===== config.mk =====
export PLATFORM = sky130hd
export DESIGN_NAME = prog_loader
export DESIGN_NICKNAME = d
export VERILOG_FILES = /design/src/rtl/prog_loader.sv
export SDC_FILE = /design/constraint.sdc
export NUM_CORES = 1
export LEC_CHECK = 0
export CAP_MARGIN = 20
export CORE_ASPECT_RATIO = 1.2
export CORE_MARGIN = 1
export CORE_UTILIZATION = 30
export DETAILED_ROUTE_END_ITERATION = 6
export PLACE_DENSITY = 0.51
export SLEW_MARGIN = 20
export SYNTH_ARGS = -nofsm -noshare
export SYNTH_HDL_FRONTEND = slang
export SYNTH_SLANG_ARGS = --single-unit

===== constraint.sdc =====
create_clock -name clk -period 2.1 [get_ports clk]
set_input_delay 0.315 -clock clk [delete_from_list [all_inputs] [get_ports clk]]
set_output_delay 0.315 -clock clk [all_outputs]
set_load 0.02 [all_outputs]

===== src/rtl/prog_loader.sv =====
// prog_loader: 16 x 8 program store, filled over a valid/ready byte stream and read combinationally by the CPU.
// Optional macro PROG_LOADER_CHECKSUM_EN appends a checksum byte (CHECK state) with an ERR outcome.
module prog_loader #(
   parameter logic [7:0] INIT_WORD = 8'h00
) (
   input  logic       clk,
   input  logic       n_reset,
   input  logic       load_start,
   input  logic [7:0] din,
   input  logic       din_valid,
   output logic       din_ready,
   input  logic [3:0] addr,
   output logic [3:0] opecode,
   output logic [3:0] imm,
   output logic       loading,
   output logic       cpu_run,
   output logic       load_err
);

`ifdef PROG_LOADER_CHECKSUM_EN
   typedef enum logic [2:0] {IDLE, LOAD, CHECK, DONE, ERR} state_t;
`else
   typedef enum logic [1:0] {IDLE, LOAD, DONE} state_t;
`endif

   state_t     state;
   logic [3:0] wr_ptr;
   logic [7:0] mem [16];

`ifdef PROG_LOADER_CHECKSUM_EN
   logic [7:0] sum;
   assign din_ready = (state == LOAD) || (state == CHECK);
`else
   assign din_ready = (state == LOAD);
   assign load_err  = 1'b0;
`endif

   assign opecode = mem[addr][7:4];
   assign imm     = mem[addr][3:0];

   always_ff @(posedge clk or negedge n_reset) begin
      if (!n_reset) begin
         state   <= IDLE;
         wr_ptr  <= 4'd0;
         loading <= 1'b0;
         cpu_run <= 1'b0;
         for (int i = 0; i < 16; i++) mem[i] <= INIT_WORD;
`ifdef PROG_LOADER_CHECKSUM_EN
         sum      <= 8'd0;
         load_err <= 1'b0;
`endif
      end else if (load_start) begin
         // Restart wins over any transfer presented in the same cycle.
         state   <= LOAD;
         wr_ptr  <= 4'd0;
         loading <= 1'b1;
         cpu_run <= 1'b0;
`ifdef PROG_LOADER_CHECKSUM_EN
         sum      <= 8'd0;
         load_err <= 1'b0;
`endif
      end else begin
         case (state)
            LOAD: begin
               if (din_valid) begin
                  mem[wr_ptr] <= din;
                  wr_ptr      <= wr_ptr + 4'd1;
`ifdef PROG_LOADER_CHECKSUM_EN
                  sum <= sum + din;
                  if (wr_ptr == 4'd15) state <= CHECK;
`else
                  if (wr_ptr == 4'd15) begin
                     state   <= DONE;
                     loading <= 1'b0;
                     cpu_run <= 1'b1;
                  end
`endif
               end
            end
`ifdef PROG_LOADER_CHECKSUM_EN
            CHECK: begin
               if (din_valid) begin
                  loading <= 1'b0;
                  if (din == sum) begin
                     state   <= DONE;
                     cpu_run <= 1'b1;
                  end else begin
                     state    <= ERR;
                     load_err <= 1'b1;
                  end
               end
            end
`endif
            default: ;
         endcase
      end
   end

endmodule


======== After elaboration in Yosys (flattened, before gate mapping) ========
Index checks and enable logic that the tools add are counted.
storage, ports and cells
  register bits ........................... 136
cells by class
  add/subtract/negate cells ............... 1
  order comparisons ....................... 3
  equality and inequality tests ........... 2
  bitwise operators ....................... 3
  reduce and logical (&&, ||, !) cells .... 7
  muxes and demuxes ....................... 21
operators with widths
  kind                                                                   count
  128-bit bitwise mux                                                    1
  8-bit binary-select mux with 4-bit select                              1
  8-bit demux with 4-bit select                                          1
  8-bit 2-to-1 mux                                                       3
  4-bit 2-to-1 mux                                                       3
  5-bit >= comparator, second input constant                             2
  4-bit inverter with 5-bit output                                       2
  1-bit 2-to-1 mux                                                       8
  2-bit 2-to-1 mux                                                       4
  3-bit AND reduction                                                    2
  2-bit nonzero test                                                     3
  5-bit by 1-bit < comparator with 1-bit output, second input constant   1
  4-bit by 1-bit adder with 4-bit output, second input constant          1
  4-bit equality test, second input constant                             1
  2-bit by 1-bit equality test with 1-bit output, second input constant  1
  2-bit AND reduction                                                    1
  1-bit logical AND                                                      1
  1-bit inverter                                                         1

======== Longest topological paths before layout ========
Gate-level depths: netlist of the first run.
  word-level depth ........................ 6
  mapped depth ............................ 5
  mapped depth without buffers ............ 4

======== Worst setup path before layout of the first run ========
Ideal clock, no wire load.
  kind .................................... input to output
  start point ............................. input addr[0]
  end point ............................... output opecode[2]
  data arrival time ....................... 1.573 ns
  required time ........................... 1.785 ns
  stages on the path ...................... 5
  path buffers ............................ 2
  slack ................................... 0.212 ns
  cell sequence ........................... buf_2 > buf_2 > mux4_2 > a22oi_1 > nand2_1
on the way
  longest elaborated chain between the ends .. 4
RTL lines
  element                                                 line  RTL
  start: declaration                                      12    input logic [3:0] addr,
  4-bit inverter with 5-bit output (implied by the code)  38    assign opecode = mem[addr][7:4];
  8-bit binary-select mux with 4-bit select               38
  8-bit 2-to-1 mux (2 in a row)                           --
  end: declaration                                        13    output logic [3:0] opecode,
Every way passes these cells. The select of a mux whose other input is x is not followed.

======== Worst setup path after layout of the first run ========
  start point ............................. register mem[56] (netlist name)
  end point ............................... output imm[0]
on the way
  longest elaborated chain between the ends .. 3
RTL lines
  element                                              line  RTL
  start: declaration                                   28    logic [7:0] mem [16];
  start signal: indexed assignment                     66    mem[wr_ptr] <= din;
  8-bit binary-select mux with 4-bit select            39    assign imm = mem[addr][3:0];
  8-bit 2-to-1 mux (implied by the code) (2 in a row)  39
  end: declaration                                     14    output logic [3:0] imm,
Every way passes these cells. The select of a mux whose other input is x is not followed.

==> flow_summary.json, run 1 <==
{
  "status": "finished, final reports clean",
  "grt_pass1_wl_mm": 22.7,
  "cp.required_ps": 1780,
  "arrival_ps": 1750,
  "synth.distinct_cells": 33,
  "ys_warn_count": 0,
  "cp_slowest_cell": "mux4_2",
  "hold_viol_final": 0,
  "core-area_mm2": 0.0204,
  "synth_ff_type": "dfrtp_1",
  "drtPass1Iterations": 4,
  "pwr-share-seq_pct": 42.8,
  "switching_share_pct": 23.6,
  "max_stage_delay_ps": 460,
  "layout_common_cells": "dfrtp_1, mux2_2, mux4_2",
  "grt_use_total_pct": 14.4,
  "hold_ws_ps": 388,
  "mostFrequentLayoutCell": "dfrtp_1",
  "insertedDiodeCount": 0,
  "routed_via_density": 4.93,
  "r2r_start": "wr_ptr[2]",
  "die_w_um": 134,
  "yosys-top-cells-area": "dfrtp_1, mux2_2, mux4_2",
  "cp_top_family": "multiplexers",
  "vias": 3497,
  "fillers": 1958,
  "design_area_mm2": 0.00769,
  "post-route-min-period_ps": 2070,
  "fp.dieArea_mm2": 0.0216,
  "cp-startpoint": "mem[56]",
  "critPathBufInv": 1,
  "synth_nets": 411,
  "p_int_uw": 5190,
  "synth_edf_count": 0,
  "wl_mm": 14.1,
  "synth_top_cell_by_area": "dfrtp_1",
  "clk_pin_slew_ps": 60,
  "p_comb_share_pct": 10.7,
  "ctsHtreeMaxLevel": 4,
  "wl_per_cell_um": 19.8,
  "min_period_over_period_pct": 98.4,
  "tightest_slew_ps": 599,
  "syn_avg_cell_area_um2": 16.1,
  "hold_class": "input pin to async pin",
  "route.detailed.drc": 0,
  "root_buffer": "clkbuf_16",
  "ys_ff_latch": 134,
  "grt_max_degree": 46,
  "antenna_found_initial": 0,
  "dpl-instance-area_mm2": 0.00698,
  "io_pins": 28,
  "synth.cell_area_mm2": 0.00629,
  "syn2layout_area_growth_pct": 22.2,
  "gp_congestion": 0.689,
  "overflow": 0,
  "slew_headroom_pct": 59.9,
  "num_rows": 57,
  "die_y_um": 161,
  "place_hpwl_mm": 9.29,
  "fin_worst_skew_ps": 9.35,
  "cts_tree": "built",
  "worstSetupPathType": "flop to output pin",
  "initial_core_util_pct": 30.8,
  "nets": 452,
  "end_kind": "output pin",
  "insertion_delay_ps": 420,
  "drtIter0Drc": 122,
  "seq_area_frac_synth_pct": 53.3,
  "startpoint_type": "flop",
  "crit_chain": "mux4_2 > a22oi_2 > nand2_1 > buf_2",
  "port_buffers": 26,
  "cap_viol_max_count": 0,
  "ir_drop_uv": 593,
  "grt_setup_unrepaired": "true",
  "fmax_mhz": 484,
  "numCtsBuffers": 17,
  "synthArstFlopShare_pct": 100,
  "fin_tns_setup_ps": 0,
  "detail-route-antenna-nets": 0,
  "cts_max_path_buffers": 2,
  "path_max_fanout": 2,
  "syn_inst": 391,
  "grt_pass1_vias": 3860,
  "p_per_area_mw_per_mm2": 883,
  "clock_power_share_pct": 46.6,
  "drive_gt1_share_pct": 56.6,
  "setup_viol": 0,
  "ff2ff_setup_slack_ps": 320,
  "slew_viol_final": 0,
  "synth.top_cell.area_share_pct": 53.3,
  "p_leak_uw": 0.00352,
  "cts_sinks": 134,
  "switchingPower_uw": 1610
}
registers in the layout, summed over array words and instances, names as in the netlist:
name / count
mem: 128
wr_ptr: 4
state: 2
power groups by stage:
stage                     clock [uW]  sequential (uW)  combinational [uW]
after global routing            3350             2930                 785
final                           3160             2900                 725
after CTS                       3240             2910                 727
after floorplan                    0             2910                 472
after global placement             0             2940                 697
after detailed placement           0             2950                 714
worst reg2reg max path: stages (launching register included):
cell and delay [ps]:
dfrtp_1 440, nor2b_1 500, nand3_2 360, mux2_2 370
stage by stage:
stage	worst slack [ps]	cells	util (%)	power [uW]
after global routing	-30.7	710	37.7	7060
after CTS	11.1	709	37.5	6870
final	32.9	710	37.7	6790
after floorplan	212	391	-	3380
after detailed placement	-599	675	34.2	3660
after global placement	-629	675	34.2	3630
cell usage after synthesis (4+ instances only):
| cell type | instances |
|---|---|
| nor2_1 | 6 |
| nand2_1 | 8 |
| buf_1 | 4 |
| mux2_4 | 8 |
| nand3_2 | 6 |
| mux2_2 | 120 |
| mux4_2 | 32 |
| buf_4 | 4 |
| a22oi_1 | 16 |
| nor2b_1 | 5 |
| dfrtp_1 | 134 |
| nand3_4 | 10 |
| ha_1 | 4 |
| clkbuf_1 | 12 |
layout make-up:
cell class / count / area [um2] / area share, %
Clock buffer: 18 / 429 / 5.58
Clock inverter: 14 / 201 / 2.62
Inverter: 2 / 7.51 / 0.0976
Multi-Input combinational cell: 230 / 2860 / 37.2
Sequential cell: 134 / 3350 / 43.6
Tap cell: 265 / 332 / 4.31
Timing Repair Buffer: 47 / 505 / 6.57
timing repair:
| item | 4_1_cts | 5_1_grt |
|---|---|---|
| endpoints found under the setup margin | 8 | 6 |
| hold buffers | 1 | 0 |
| gates resized for setup | 47 | 6 |
| endpoints found under the hold margin | 41 | 0 |
| pin swaps | 4 | 6 |
| gates cloned | 1 | 0 |
| buffers inserted | 0 | 1 |
routing by layer:
metal	up-vias	GRT usage [%]	share of wire (%)
li1	1550	-	-
met5	-	0	0
met1	1891	17.8	44
met4	0	5.26	1.4
met2	42	24.3	52
met3	14	3.22	2.4
final timing paths:
check                            endpoint  cells after the start
worst min register to register    mem[41]                      1
worst min-delay path            wr_ptr[1]                      2
worst max register to register    mem[32]                      3
min in group clk                  mem[41]                      1
worst max-delay path               imm[0]                      4
max in group asynchronous         mem[68]                      3
logic make-up (layout without fill, tap and decap cells):
group | Yosys count | in the layout | share of synthesized area [%]
compound gates | 20 | 20 | 2.33
xor+xnor | 2 | 2 | 0.278
fa+ha+maj | 4 | 4 | 0.796
buf+inv | 27 | 81 | 2.33
flops | 134 | 134 | 53.3
mux | 161 | 161 | 35.0
other cells | 1 | 1 | 0.0596
simple gates | 42 | 42 | 5.91
Power figures use the tool's default switching activity.
==> run 2: changes to the inputs <==
Settings changed: CORE_UTILIZATION 30 to 60, PLACE_DENSITY 0.51 to 0.85.
==> flow_summary.json, run 2 (synthesis results as in run 1) <==
{
  "fmax_mhz": 485,
  "regMostFlops": "mem",
  "fp.dieArea_mm2": 0.0109,
  "largest_reg_flops": 128,
  "p_leak_uw": 0.00347,
  "routed_via_density": 6.35,
  "wl_mm": 12.9,
  "grt_pass1_vias": 3901,
  "setup_slack_ps": 36.1,
  "io_pins": 28,
  "tightest_slew_ps": 620,
  "vias": 3574,
  "num_rows": 40,
  "clock_power_share_pct": 43.6,
  "detail-route-antenna-nets": 0,
  "hold_ws_ps": 461,
  "worstSetupPathType": "flop to output pin",
  "root_buffer": "clkbuf_16",
  "clk_pin_slew_ps": 60,
  "p_int_uw": 4960,
  "core-area_mm2": 0.0101,
  "total_power_uw": 6400,
  "cts_tree": "built",
  "ctsHtreeMaxLevel": 4,
  "r2r_start": "wr_ptr[3]",
  "startpoint_type": "flop",
  "switchingPower_uw": 1450,
  "die_y_um": 114,
  "p_per_area_mw_per_mm2": 873,
  "cts_sinks": 134,
  "setup_viol": 0,
  "min_period_over_period_pct": 98.3,
  "drtPass1Iterations": 4,
  "drtIter0Drc": 212,
  "antenna_found_initial": 0,
  "grt_use_total_pct": 27.2,
  "syn2layout_area_growth_pct": 16.6,
  "p_comb_share_pct": 10.9,
  "top_regs": "mem x128, wr_ptr x4, state x2",
  "cp.required_ps": 1780,
  "overflow": 0,
  "hold_viol_final": 0,
  "cp_slowest_cell": "mux4_2",
  "cts_max_path_buffers": 2,
  "gp_congestion": 0.782,
  "nets": 447,
  "mostFrequentLayoutCell": "dfrtp_1",
  "design_area_mm2": 0.00733,
  "arrival_ps": 1750,
  "numCtsBuffers": 17,
  "r2r_end": "mem[37]",
  "hold_class": "input pin to async pin",
  "crit_chain": "mux4_2 > a22oi_1 > nand2_1 > buf_2",
  "slew_headroom_pct": 58.5,
  "cap_viol_max_count": 0,
  "initial_core_util_pct": 62.2,
  "grt_setup_unrepaired": "true",
  "path_max_fanout": 2,
  "switching_share_pct": 22.6,
  "die_w_um": 95.5,
  "status": "finished, final reports clean",
  "place_hpwl_mm": 7.88,
  "insertion_delay_ps": 410,
  "layout_common_cells": "dfrtp_1, mux2_2, mux4_2",
  "place_ws_ps": -522,
  "post-route-min-period_ps": 2060,
  "grt_pass1_wl_mm": 21.3,
  "wl_per_cell_um": 22.8,
  "insertedDiodeCount": 0,
  "dpl-instance-area_mm2": 0.00674,
  "end_kind": "output pin",
  "pwr-share-seq_pct": 45.4,
  "reg2reg_depth": 3,
  "slew_viol_final": 0,
  "port_buffers": 26,
  "ir_drop_uv": 538,
  "route.detailed.drc": 0,
  "max_stage_delay_ps": 470,
  "grt_max_degree": 68,
  "ff2ff_setup_slack_ps": 280,
  "fin_worst_skew_ps": 5.68,
  "postCtsSetupRepairBufs": 0,
  "drive_gt1_share_pct": 54.0
}
## run 2: cell types whose count changed in the layout (fill, tap and decap cells not counted), moves of 3 or more
cell | before | now
a22oi_1 | 3 | 7
a22oi_2 | 13 | 9
buf_4 | 12 | 9
clkbuf_1 | 1 | 5
clkinv_2 | 0 | 3
clkinv_4 | 3 | 0
clkinvlp_4 | 5 | 0
## run 2: worst max-delay path by stage
stage / start / endpoint / cells past startpoint
CTS: mem[36] / opecode[0] / 4
detailed placement: addr[1] / imm[0] / 6
global placement: addr[1] / opecode[0] / 6
finish: mem[106] / imm[2] / 4
floorplan: addr[0] / opecode[2] / 5
global route: mem[36] / opecode[0] / 4
## run 2: per-layer routing
layer / global-route usage (%) / part of all wire, % / vias up / wire length [um]
li1: - / - / 1540 / -
met1: 37.2 / 43 / 1929 / 5470
met2: 42.6 / 52 / 82 / 6720
met3: 6.51 / 3.2 / 23 / 417
met4: 10.2 / 1.9 / 0 / 249
met5: 0 / 0 / - / 0
## run 2: power by group through the flow
stage	Combinational [uW]	Sequential, uW	Clock [uW]
2_1_floorplan	472	2910	0
3_3_place_gp	664	2930	0
3_5_place_dp	690	2950	0
4_1_cts	707	2910	2820
5_1_grt	751	2930	2950
6_report	700	2910	2790
## run 2: layout make-up
class / instances / area, um2
clock buffer: 24 / 472
clock inverter: 5 / 75.1
timing repair buffer: 42 / 430
tap: 126 / 158
inverter: 2 / 7.51
multi-input combinational: 230 / 2840
fill: 604 / 2780
sequential: 134 / 3350
## run 2: what timing repair did
| item | 4_1_cts | 5_1_grt |
|---|---|---|
| gates resized for setup | 40 | 5 |
| gates cloned | 1 | 0 |
| endpoints found under the setup margin | 8 | 7 |
| hold buffers | 1 | 0 |
| pin swaps | 3 | 3 |
| hold endpoints to repair | 134 | 0 |
## run 2: per-stage QoR
stage	TNS [ps]	std cells	util [%]
after floorplan	0	391	-
after CTS	-30.4	563	72.5
after global placement	-3860	532	66.7
after global routing	-32.1	563	72.5
after detailed placement	-3950	532	66.7
final	0	563	72.5
## run 2: critical path, delay by kind of cell, from the launching register on
family	cells	cell delay [ps]
muxes	1	470
buffers and inverters	1	170
and+or+nand+nor	1	110
AOI/OAI and AO/OA	1	210
DFF	1	380
